## config.mk

```make
export PLATFORM = sky130hd
export DESIGN_NAME = time_set_controller
export DESIGN_NICKNAME = d
export VERILOG_FILES = /design/src/rtl/clock_pkg.sv /design/src/rtl/btn_rise_det.sv /design/src/rtl/time_set_controller.sv
export SDC_FILE = /design/constraint.sdc
export NUM_CORES = 1
export LEC_CHECK = 0
export BUFFER_PORTS_ARGS = -buffer_cell sky130_fd_sc_hd__buf_4
export CAP_MARGIN = 20
export CELL_PAD_IN_SITES_DETAIL_PLACEMENT = 0
export CELL_PAD_IN_SITES_GLOBAL_PLACEMENT = 1
export CORE_MARGIN = 4
export CORE_UTILIZATION = 47
export DETAILED_ROUTE_END_ITERATION = 16
export HOLD_SLACK_MARGIN = 0.1
export PLACE_DENSITY = 0.9
export SLEW_MARGIN = 25
export SYNTH_ARGS = -nofsm -noshare
export SYNTH_HDL_FRONTEND = slang
export SYNTH_SLANG_ARGS = --single-unit
export TNS_END_PERCENT = 50
```

## constraint.sdc

```tcl
create_clock -name clk_in -period 3.8 [get_ports clk_in]
set_clock_uncertainty 0.15 [all_clocks]
set_input_delay 0.57 -clock clk_in [delete_from_list [all_inputs] [get_ports clk_in]]
set_output_delay 0.57 -clock clk_in [all_outputs]
set_load 0.02 [all_outputs]
```

## src/rtl/clock_pkg.sv

```systemverilog
// Shared types and digit indices for the front-panel time-set logic.
// Pure declarations; no timing of its own.
package clock_pkg;

    typedef enum logic [1:0] {
        RUN      = 2'd0,
        SET_IDLE = 2'd1,
        PULSE    = 2'd2,
        HOLD     = 2'd3
    } state_t;

    localparam int SEC_U      = 0;
    localparam int SEC_T      = 1;
    localparam int MIN_U      = 2;
    localparam int MIN_T      = 3;
    localparam int HR_U       = 4;
    localparam int HR_T       = 5;
    localparam int NUM_DIGITS = 6;

    // Counter width able to hold 0..n-1, never narrower than one bit.
    function automatic int cnt_w(input int n);
        return (n > 1) ? $clog2(n) : 1;
    endfunction

    function automatic logic [2:0] next_digit(input logic [2:0] d);
        return (d == 3'(HR_T)) ? 3'(SEC_U) : d + 3'd1;
    endfunction

    function automatic logic [NUM_DIGITS-1:0] digit_strobe(input logic [2:0] d);
        return NUM_DIGITS'(1) << d;
    endfunction

endpackage

```

## src/rtl/btn_rise_det.sv

```systemverilog
// Rising-edge detector for one debounced button level.
// Rise is combinational from the live level vs. a history flop that resets high.
module btn_rise_det (
    input  logic clk_in,
    input  logic resetn,
    input  logic btn_i,
    output logic rise_o
);

    logic btn_q;
    logic btn_d;

    always_comb btn_d = btn_i;

    // History resets to 1 so a button held through reset never produces an edge.
    always_ff @(posedge clk_in) begin
        if (!resetn) btn_q <= 1'b1;
        else         btn_q <= btn_d;
    end

    assign rise_o = btn_i & ~btn_q;

endmodule

```

## src/rtl/time_set_controller.sv

```systemverilog
// Front-panel sequencer: buttons -> one-hot single-step set strobes, digit select and blink.
// Registered outputs, one cycle from button edge to output; a PULSE is atomic once started.
module time_set_controller
    import clock_pkg::*;
#(
    parameter int PULSE_CYCLES  = 101,
    parameter int REPEAT_DELAY  = 50_000_000,
    parameter int REPEAT_PERIOD = 20_000_000,
    parameter int IDLE_TIMEOUT  = 1_000_000_000,
    parameter int BLINK_HALF    = 25_000_000
) (
    input  logic       clk_in,
    input  logic       resetn,
    input  logic       btn_mode,
    input  logic       btn_next,
    input  logic       btn_inc,
    output logic [5:0] set_o,
    output logic       setting_o,
    output logic [2:0] digit_o,
    output logic       blink_o
);

    localparam int CTR_SPAN = (PULSE_CYCLES > REPEAT_DELAY)
                            ? ((PULSE_CYCLES > REPEAT_PERIOD) ? PULSE_CYCLES : REPEAT_PERIOD)
                            : ((REPEAT_DELAY > REPEAT_PERIOD) ? REPEAT_DELAY : REPEAT_PERIOD);
    localparam int CTR_W   = cnt_w(CTR_SPAN);
    localparam int IDLE_W  = cnt_w(IDLE_TIMEOUT);
    localparam int BLINK_W = cnt_w(BLINK_HALF);

    localparam logic [CTR_W-1:0]   PULSE_LOAD  = CTR_W'(PULSE_CYCLES - 1);
    localparam logic [CTR_W-1:0]   DELAY_LOAD  = CTR_W'(REPEAT_DELAY - 1);
    localparam logic [CTR_W-1:0]   PERIOD_LOAD = CTR_W'(REPEAT_PERIOD - 1);
    localparam logic [IDLE_W-1:0]  IDLE_LAST   = IDLE_W'(IDLE_TIMEOUT - 1);
    localparam logic [BLINK_W-1:0] BLINK_LAST  = BLINK_W'(BLINK_HALF - 1);

    logic mode_rise, next_rise, inc_rise;

    btn_rise_det u_mode (.clk_in(clk_in), .resetn(resetn), .btn_i(btn_mode), .rise_o(mode_rise));
    btn_rise_det u_next (.clk_in(clk_in), .resetn(resetn), .btn_i(btn_next), .rise_o(next_rise));
    btn_rise_det u_inc  (.clk_in(clk_in), .resetn(resetn), .btn_i(btn_inc),  .rise_o(inc_rise));

    state_t               state_q, state_d;
    logic [CTR_W-1:0]     ctr_q, ctr_d;
    logic [IDLE_W-1:0]    idle_q, idle_d;
    logic [BLINK_W-1:0]   blink_ctr_q, blink_ctr_d;
    logic                 blink_q, blink_d;
    logic                 rep_q, rep_d;
    logic [2:0]           digit_q, digit_d;
    logic [5:0]           set_q, set_d;
    logic                 setting_q, setting_d;

    always_comb begin
        state_d     = state_q;
        ctr_d       = ctr_q;
        idle_d      = '0;
        blink_ctr_d = blink_ctr_q;
        blink_d     = blink_q;
        rep_d       = rep_q;
        digit_d     = digit_q;

        case (state_q)
            RUN: begin
                rep_d = 1'b0;
                if (mode_rise) begin
                    state_d     = SET_IDLE;
                    digit_d     = 3'(SEC_U);
                    blink_d     = 1'b1;
                    blink_ctr_d = '0;
                end
            end
            SET_IDLE: begin
                rep_d = 1'b0;
                if (mode_rise) begin
                    state_d = RUN;
                end else if (inc_rise) begin
                    state_d = PULSE;
                    ctr_d   = PULSE_LOAD;
                end else if (next_rise) begin
                    digit_d = next_digit(digit_q);
                end else if (idle_q == IDLE_LAST) begin
                    state_d = RUN;
                end else begin
                    idle_d = idle_q + 1'b1;
                end
            end
            PULSE: begin
                // mode/next edges are deliberately dropped here so a step is never truncated.
                if (ctr_q != '0) begin
                    ctr_d = ctr_q - 1'b1;
                end else if (btn_inc) begin
                    state_d = HOLD;
                    ctr_d   = rep_q ? PERIOD_LOAD : DELAY_LOAD;
                end else begin
                    state_d = SET_IDLE;
                end
            end
            HOLD: begin
                if (mode_rise) begin
                    state_d = RUN;
                end else if (!btn_inc) begin
                    state_d = SET_IDLE;
                end else if (ctr_q == '0) begin
                    state_d = PULSE;
                    ctr_d   = PULSE_LOAD;
                    rep_d   = 1'b1;
                end else begin
                    ctr_d = ctr_q - 1'b1;
                end
            end
            default: state_d = RUN;
        endcase

        if (state_q != RUN) begin
            if (blink_ctr_q == BLINK_LAST) begin
                blink_ctr_d = '0;
                blink_d     = ~blink_q;
            end else begin
                blink_ctr_d = blink_ctr_q + 1'b1;
            end
        end
        if (state_d == RUN) begin
            blink_d     = 1'b0;
            blink_ctr_d = '0;
        end

        set_d     = (state_d == PULSE) ? digit_strobe(digit_d) : 6'd0;
        setting_d = (state_d != RUN);
    end

    always_ff @(posedge clk_in) begin
        if (!resetn) begin
            state_q     <= RUN;
            ctr_q       <= '0;
            idle_q      <= '0;
            blink_ctr_q <= '0;
            blink_q     <= 1'b0;
            rep_q       <= 1'b0;
            digit_q     <= '0;
            set_q       <= '0;
            setting_q   <= 1'b0;
        end else begin
            state_q     <= state_d;
            ctr_q       <= ctr_d;
            idle_q      <= idle_d;
            blink_ctr_q <= blink_ctr_d;
            blink_q     <= blink_d;
            rep_q       <= rep_d;
            digit_q     <= digit_d;
            set_q       <= set_d;
            setting_q   <= setting_d;
        end
    end

    assign set_o     = set_q;
    assign setting_o = setting_q;
    assign digit_o   = digit_q;
    assign blink_o   = blink_q;

endmodule

```

-- Yosys cells after proc, flatten, opt, wreduce, memory -nomap -nowiden
Index checks and enable logic that the tools add are counted.
- add/subtract/negate cells: 4
- equal/unequal tests: 13
- shift operators: 1
- muxes and demuxes: 38
- bitwise gates (word level): 9
- reduce and logical (&&, ||, !) cells: 17
- operators by type and width (operator ; number):
    26-bit 2-to-1 mux ; 8
    25-bit 2-to-1 mux ; 4
    26-bit one-hot mux with 3 select lines ; 1
    30-bit by 1-bit adder with 30-bit output (second input constant) ; 1
    30-bit equality test (second input constant) ; 1
    26-bit logical NOT ; 1
    26-bit nonzero test ; 1
    26-bit by 1-bit subtractor with 26-bit output (second input constant) ; 1
    25-bit by 1-bit adder with 25-bit output (second input constant) ; 1
    25-bit equality test (second input constant) ; 1
    2-bit 2-to-1 mux ; 10
    3-bit 2-to-1 mux ; 5
    2-bit inequality test (second input constant) ; 5
    2-bit nonzero test ; 5
    2-bit one-hot mux with 4 select lines ; 1
    1-bit 2-to-1 mux ; 7
    2-bit equality test (second input constant) ; 3
    1-bit inverter ; 6
    3-bit one-hot mux with 2 select lines ; 1
    6-bit AND reduction ; 1
    6-bit OR reduction ; 1
    1-bit by 3-bit left shift with 6-bit output (first input constant) ; 1
    2-bit logical NOT ; 2
    2-bit AND reduction ; 2
    other kinds (9) ; 12
- flip-flop bits (word level): 98
- bits of input ports: 5
- output and inout bits: 11
- word-level logic and storage cells: 94

-- Depth between registers and ports, before layout
- depth after elaboration: 8
- gate-level depth with buffers: 12
- gate-level depth less buffers: 8

-- By module
Synthesis repeated with hierarchy kept, for this count alone.
- cells, all modules: 639
- area total of the unflattened synthesis: 5114.9 µm²
- by module, submodules not included (module ; instances ; cells each ; area each (µm²) ; sequential area each (µm²)):
    time_set_controller ; 1 ; 630 ; 4994.8 ; 1901.8
    btn_rise_det ; 3 ; 3 ; 40.0 ; 20.0

-- Worst setup path before layout
OpenSTA, ideal clock, no wires.
- path type: register to register
- start point: register ctr_q[0]
- end point: register blink_ctr_q[23]
- setup time: 88 ps
- data arrival time: 2825 ps
- data required time: 3562 ps
- slack: 737 ps
- cell stages (with the launch flop): 13
- buffers on the path: 4
- clock period less this slack: 3063 ps
- cell sequence: dfxtp_1 inv_1 ha_1 or4b_1 buf_2 or4_4 buf_6 o31ai_4 a22oi_2 a31o_1 buf_6 buf_6 a311oi_2
- word-level cells in the longest chain between the ends: 7
- elaborated cells between the ends (all ways): 9
- those cells by class: mux: 5; reduce/logical: 4
- ends and longest elaborated chain (item ; RTL line ; text):
    start: declaration ; time_set_controller.sv:43 ; logic [CTR_W-1:0] ctr_q, ctr_d;
    start signal: assignment ; time_set_controller.sv:143 ; ctr_q <= ctr_d;
    26-bit logical NOT ; time_set_controller.sv:102 ; end else if (ctr_q == '0) begin
    2-bit 2-to-1 mux ; time_set_controller.sv:102 ;
    2-bit 2-to-1 mux ; time_set_controller.sv:100 ; end else if (!btn_inc) begin
    2-bit 2-to-1 mux ; time_set_controller.sv:98 ; if (mode_rise) begin
    2-bit one-hot mux with 4 select lines (*) ; time_set_controller.sv:61 ; case (state_q)
    2-bit logical NOT (*) ; time_set_controller.sv:121 ; if (state_d == RUN) begin
    2-bit OR reduction (no line) (*) ; n/a ;
    end signal: assignment ; time_set_controller.sv:145 ; blink_ctr_q <= blink_ctr_d;
    end: declaration ; time_set_controller.sv:45 ; logic [BLINK_W-1:0] blink_ctr_q, blink_ctr_d;
Mark *: on every way between the ends. The rest lies on a longest branch, timed or not.
A chain may end at the register's enable or synchronous reset.

-- Worst setup path after layout
- start point: register ctr_q[0]
- end point: register blink_ctr_q[15]
Same word-level chain as after synthesis.

==> out/qor.yml <==
placed_design:
  portBuffers: 15
  dp_hpwl_um: 8149
  routabilityCongestion: 0.8650
cts:
  clk_pin_slew_worst_paths_ps: 90
  post_cts_buffers: 0
  cts_hold_buf: 0
  cts_tree: "yes"
  post_cts_resized: 0
  clkSinkCount: 98
  root_buffer: "clkbuf_8"
  h-tree-depth: 3
  clock_path_buffers: 2
  worstSkewPairLatency_ps: 370
  cts_buffers: 9
status:
  status: "finished, final reports clean"
synth:
  async_flop_share_pct: 0
  synth.distinct_cells: 65
  synth_seq_cells: 98
  syn-num-nets: 620
  ys.flop_type: "dfxtp_1"
  synth_edf_count: 0
  yosysWarnings: 0
  synthCells: 612
  ys_seq_area_share_pct: 39.23
  synthesis.area_mm2: 0.005001
  syn-mean-instance-area_um2: 8.172
sta:
  period_needed_ps: 3405
  slew_headroom_pct: 37.33
  worstMarginPinSlew_ps: 938.8
  rsz0062_at_grt: "no"
  post-route-period-util_pct: 89.61
  final_max_slew_viol_count: 0
  hold_viol: 0
  max_freq_ghz: 0.2937
  fin_setup_tns_ps: 0
  setup_viol: 0
pwr:
  leakage_nw: 1.836
  ir_drop_uv: 240.9
  p_per_area_mw_per_mm2: 357.5
  total_power_w: 0.001944
global_routing:
  track_usage_pct: 18.97
  grt_first_pass_wirelength_um: 19920
  grt_max_degree: 31
  antenna_found_initial: 0
  grt.overflow.total: 0
  first_global_vias: 4208
floorplanning:
  die_area_mm2: 0.01235
  die_x_um: 111.2
  num_rows: 37
  coreArea_mm2: 0.01032
  io_pins: 16
  die_h_um: 111.2
  start_util_pct: 48.44
routing:
  drt-initial-drc-count: 335
  first_pass_iters: 5
  drcViolationCount: 0
  routed_wl_um: 11690
  via_per_inst: 5.930
  wl_per_cell_um: 15.40
  num_vias: 4501
  postRouteAntennaNets: 0
layout:
  nets: 626
  insertedDiodeCount: 0
  layout-drive-gt1-share_pct: 11.72
  area_delta_synth_final_pct: 8.706
  mostFrequentLayoutCells: "dfxtp_1 (98), nor2_1 (89), nand2_1 (48), a21oi_1 (39), nor3_1 (31)"
  final_common_cell: "dfxtp_1"
min_path:
  min_path_type: "input port to flip-flop"
flow_run:
  maxCapViolCount: 0
critical_path:
  path_max_fanout: 27
  start_kind: "flip-flop"
  cp.arrival_ps: 3520
  crit_path_end_kind: "flip-flop"
  required_ps: 3920
  worstSetupPathType: "flip-flop to flip-flop"
## where the power goes
part / switching [W] / internal, W / leakage, nW / total (W)
clock network: 0.000380 / 0.000332 / 0.109 / 0.000712
logic: 0.000130 / 0.0000611 / 0.936 / 0.000191
registers: 0.00000777 / 0.00103 / 0.790 / 0.00104
total: 0.000518 / 0.00143 / 1.84 / 0.00194
## area by class of cell
class | instances | area [µm²]
fill | 974 | 4887
multi-input combinational | 466 | 2835
sequential | 98 | 1962
timing repair buffer | 26 | 195.2
tap | 136 | 170.2
clock buffer | 10 | 137.6
clock inverter | 6 | 72.57
inverter | 17 | 63.81
## path summary, 6_finish.rpt
path / to / cells past startpoint / slack, ps / start
worst max register to register: blink_ctr_q[15] / 9 / 390 / ctr_q[0]
worst min-delay path: u_next.btn_q / 2 / 250 / btn_next
worst max-delay path: blink_ctr_q[15] / 9 / 390 / ctr_q[0]
worst min register to register: ctr_q[11] / 2 / 310 / ctr_q[11]
## synth_stat cells, types with 3 or more instances
| cell | n | area, µm² |
|---|---|---|
| a21boi_0 | 3 | 22.52 |
| a21o_1 | 7 | 52.55 |
| a21oi_1 | 39 | 195.2 |
| a22oi_1 | 4 | 30.03 |
| a311oi_1 | 8 | 70.07 |
| a311oi_2 | 5 | 75.07 |
| a31oi_1 | 3 | 18.77 |
| and2_1 | 3 | 18.77 |
| and3_1 | 8 | 50.05 |
| buf_2 | 4 | 20.02 |
| buf_6 | 3 | 33.78 |
| clkbuf_1 | 22 | 82.58 |
| dfxtp_1 | 98 | 1962 |
| ha_1 | 3 | 37.54 |
| inv_1 | 17 | 63.81 |
| nand2_1 | 48 | 180.2 |
| nand2b_1 | 9 | 56.30 |
| nand3_1 | 24 | 120.1 |
| nand4_1 | 12 | 75.07 |
| nand4b_1 | 4 | 35.03 |
| nor2_1 | 89 | 334.1 |
| nor2b_1 | 4 | 25.02 |
| nor3_1 | 31 | 155.2 |
| nor3_2 | 5 | 50.05 |
| nor3b_1 | 4 | 30.03 |
| nor4_1 | 14 | 87.58 |
| nor4b_1 | 3 | 26.28 |
| nor4bb_1 | 3 | 30.03 |
| o211a_1 | 3 | 30.03 |
| o211ai_1 | 3 | 22.52 |
| o21a_1 | 9 | 67.56 |
| o21ai_0 | 24 | 120.1 |
| o21bai_1 | 5 | 37.54 |
| o31ai_1 | 4 | 30.03 |
| or2_2 | 4 | 25.02 |
| or3_1 | 13 | 81.33 |
| or4_1 | 7 | 52.55 |
| xnor2_1 | 16 | 140.1 |
| xor2_1 | 14 | 122.6 |
## layer usage
layer,GRT usage (%),vias to the layer above,routed length [µm]
met5,0,-,0
li1,-,2221,-
met1,25.32,2121,5481
met2,29.98,138,5365
met3,4.585,21,588
met4,6.732,0,255
## per-stage QoR
stage | setup WS, ps | hold WS (ps) | instances | util (%) | cell area (µm²)
6_report | 394.7 | 252.3 | 759 | 52.66 | 5436
5_1_grt | 259.2 | 227.4 | 759 | 52.66 | 5436
4_1_cts | 408.9 | 236.6 | 759 | 52.66 | 5436
3_5_place_dp | 396.5 | 306.1 | 743 | 50.62 | 5226
3_3_place_gp | 570.5 | 292.7 | 743 | 50.62 | 5226
2_1_floorplan | 736.7 | 279.5 | 612 | - | 5001
## state kept, by name, indices dropped and copies added (netlist names)
signal / count
idle_q: 30
state_q: 2
blink_o: 1
ctr_q: 26
u_mode.btn_q: 1
set_o: 6
rep_q: 1
u_next.btn_q: 1
blink_ctr_q: 25
u_inc.btn_q: 1
setting_o: 1
digit_o: 3
## worst max-delay path, cell delays in order (launching register included)
cell	delay, ps
dfxtp_1	340
inv_1	80
ha_1	210
or4b_1	590
or4_4	650
o31ai_4	350
a22oi_2	190
a31o_1	250
buf_4	240
a311oi_1	260
## cell families after synthesis
family / count (synthesis) / share of synthesized area, %
AND/OR/NAND/NOR: 291 / 29.77
XOR/XNOR: 30 / 5.254
AO/OA/AOI/OAI: 140 / 20.32
buffers and inverters: 48 / 4.228
flip-flops: 98 / 39.23
multiplexers: 2 / 0.4503
adder cells (fa/ha/maj): 3 / 0.7506
Note: power is estimated with default switching activity, not from simulation.
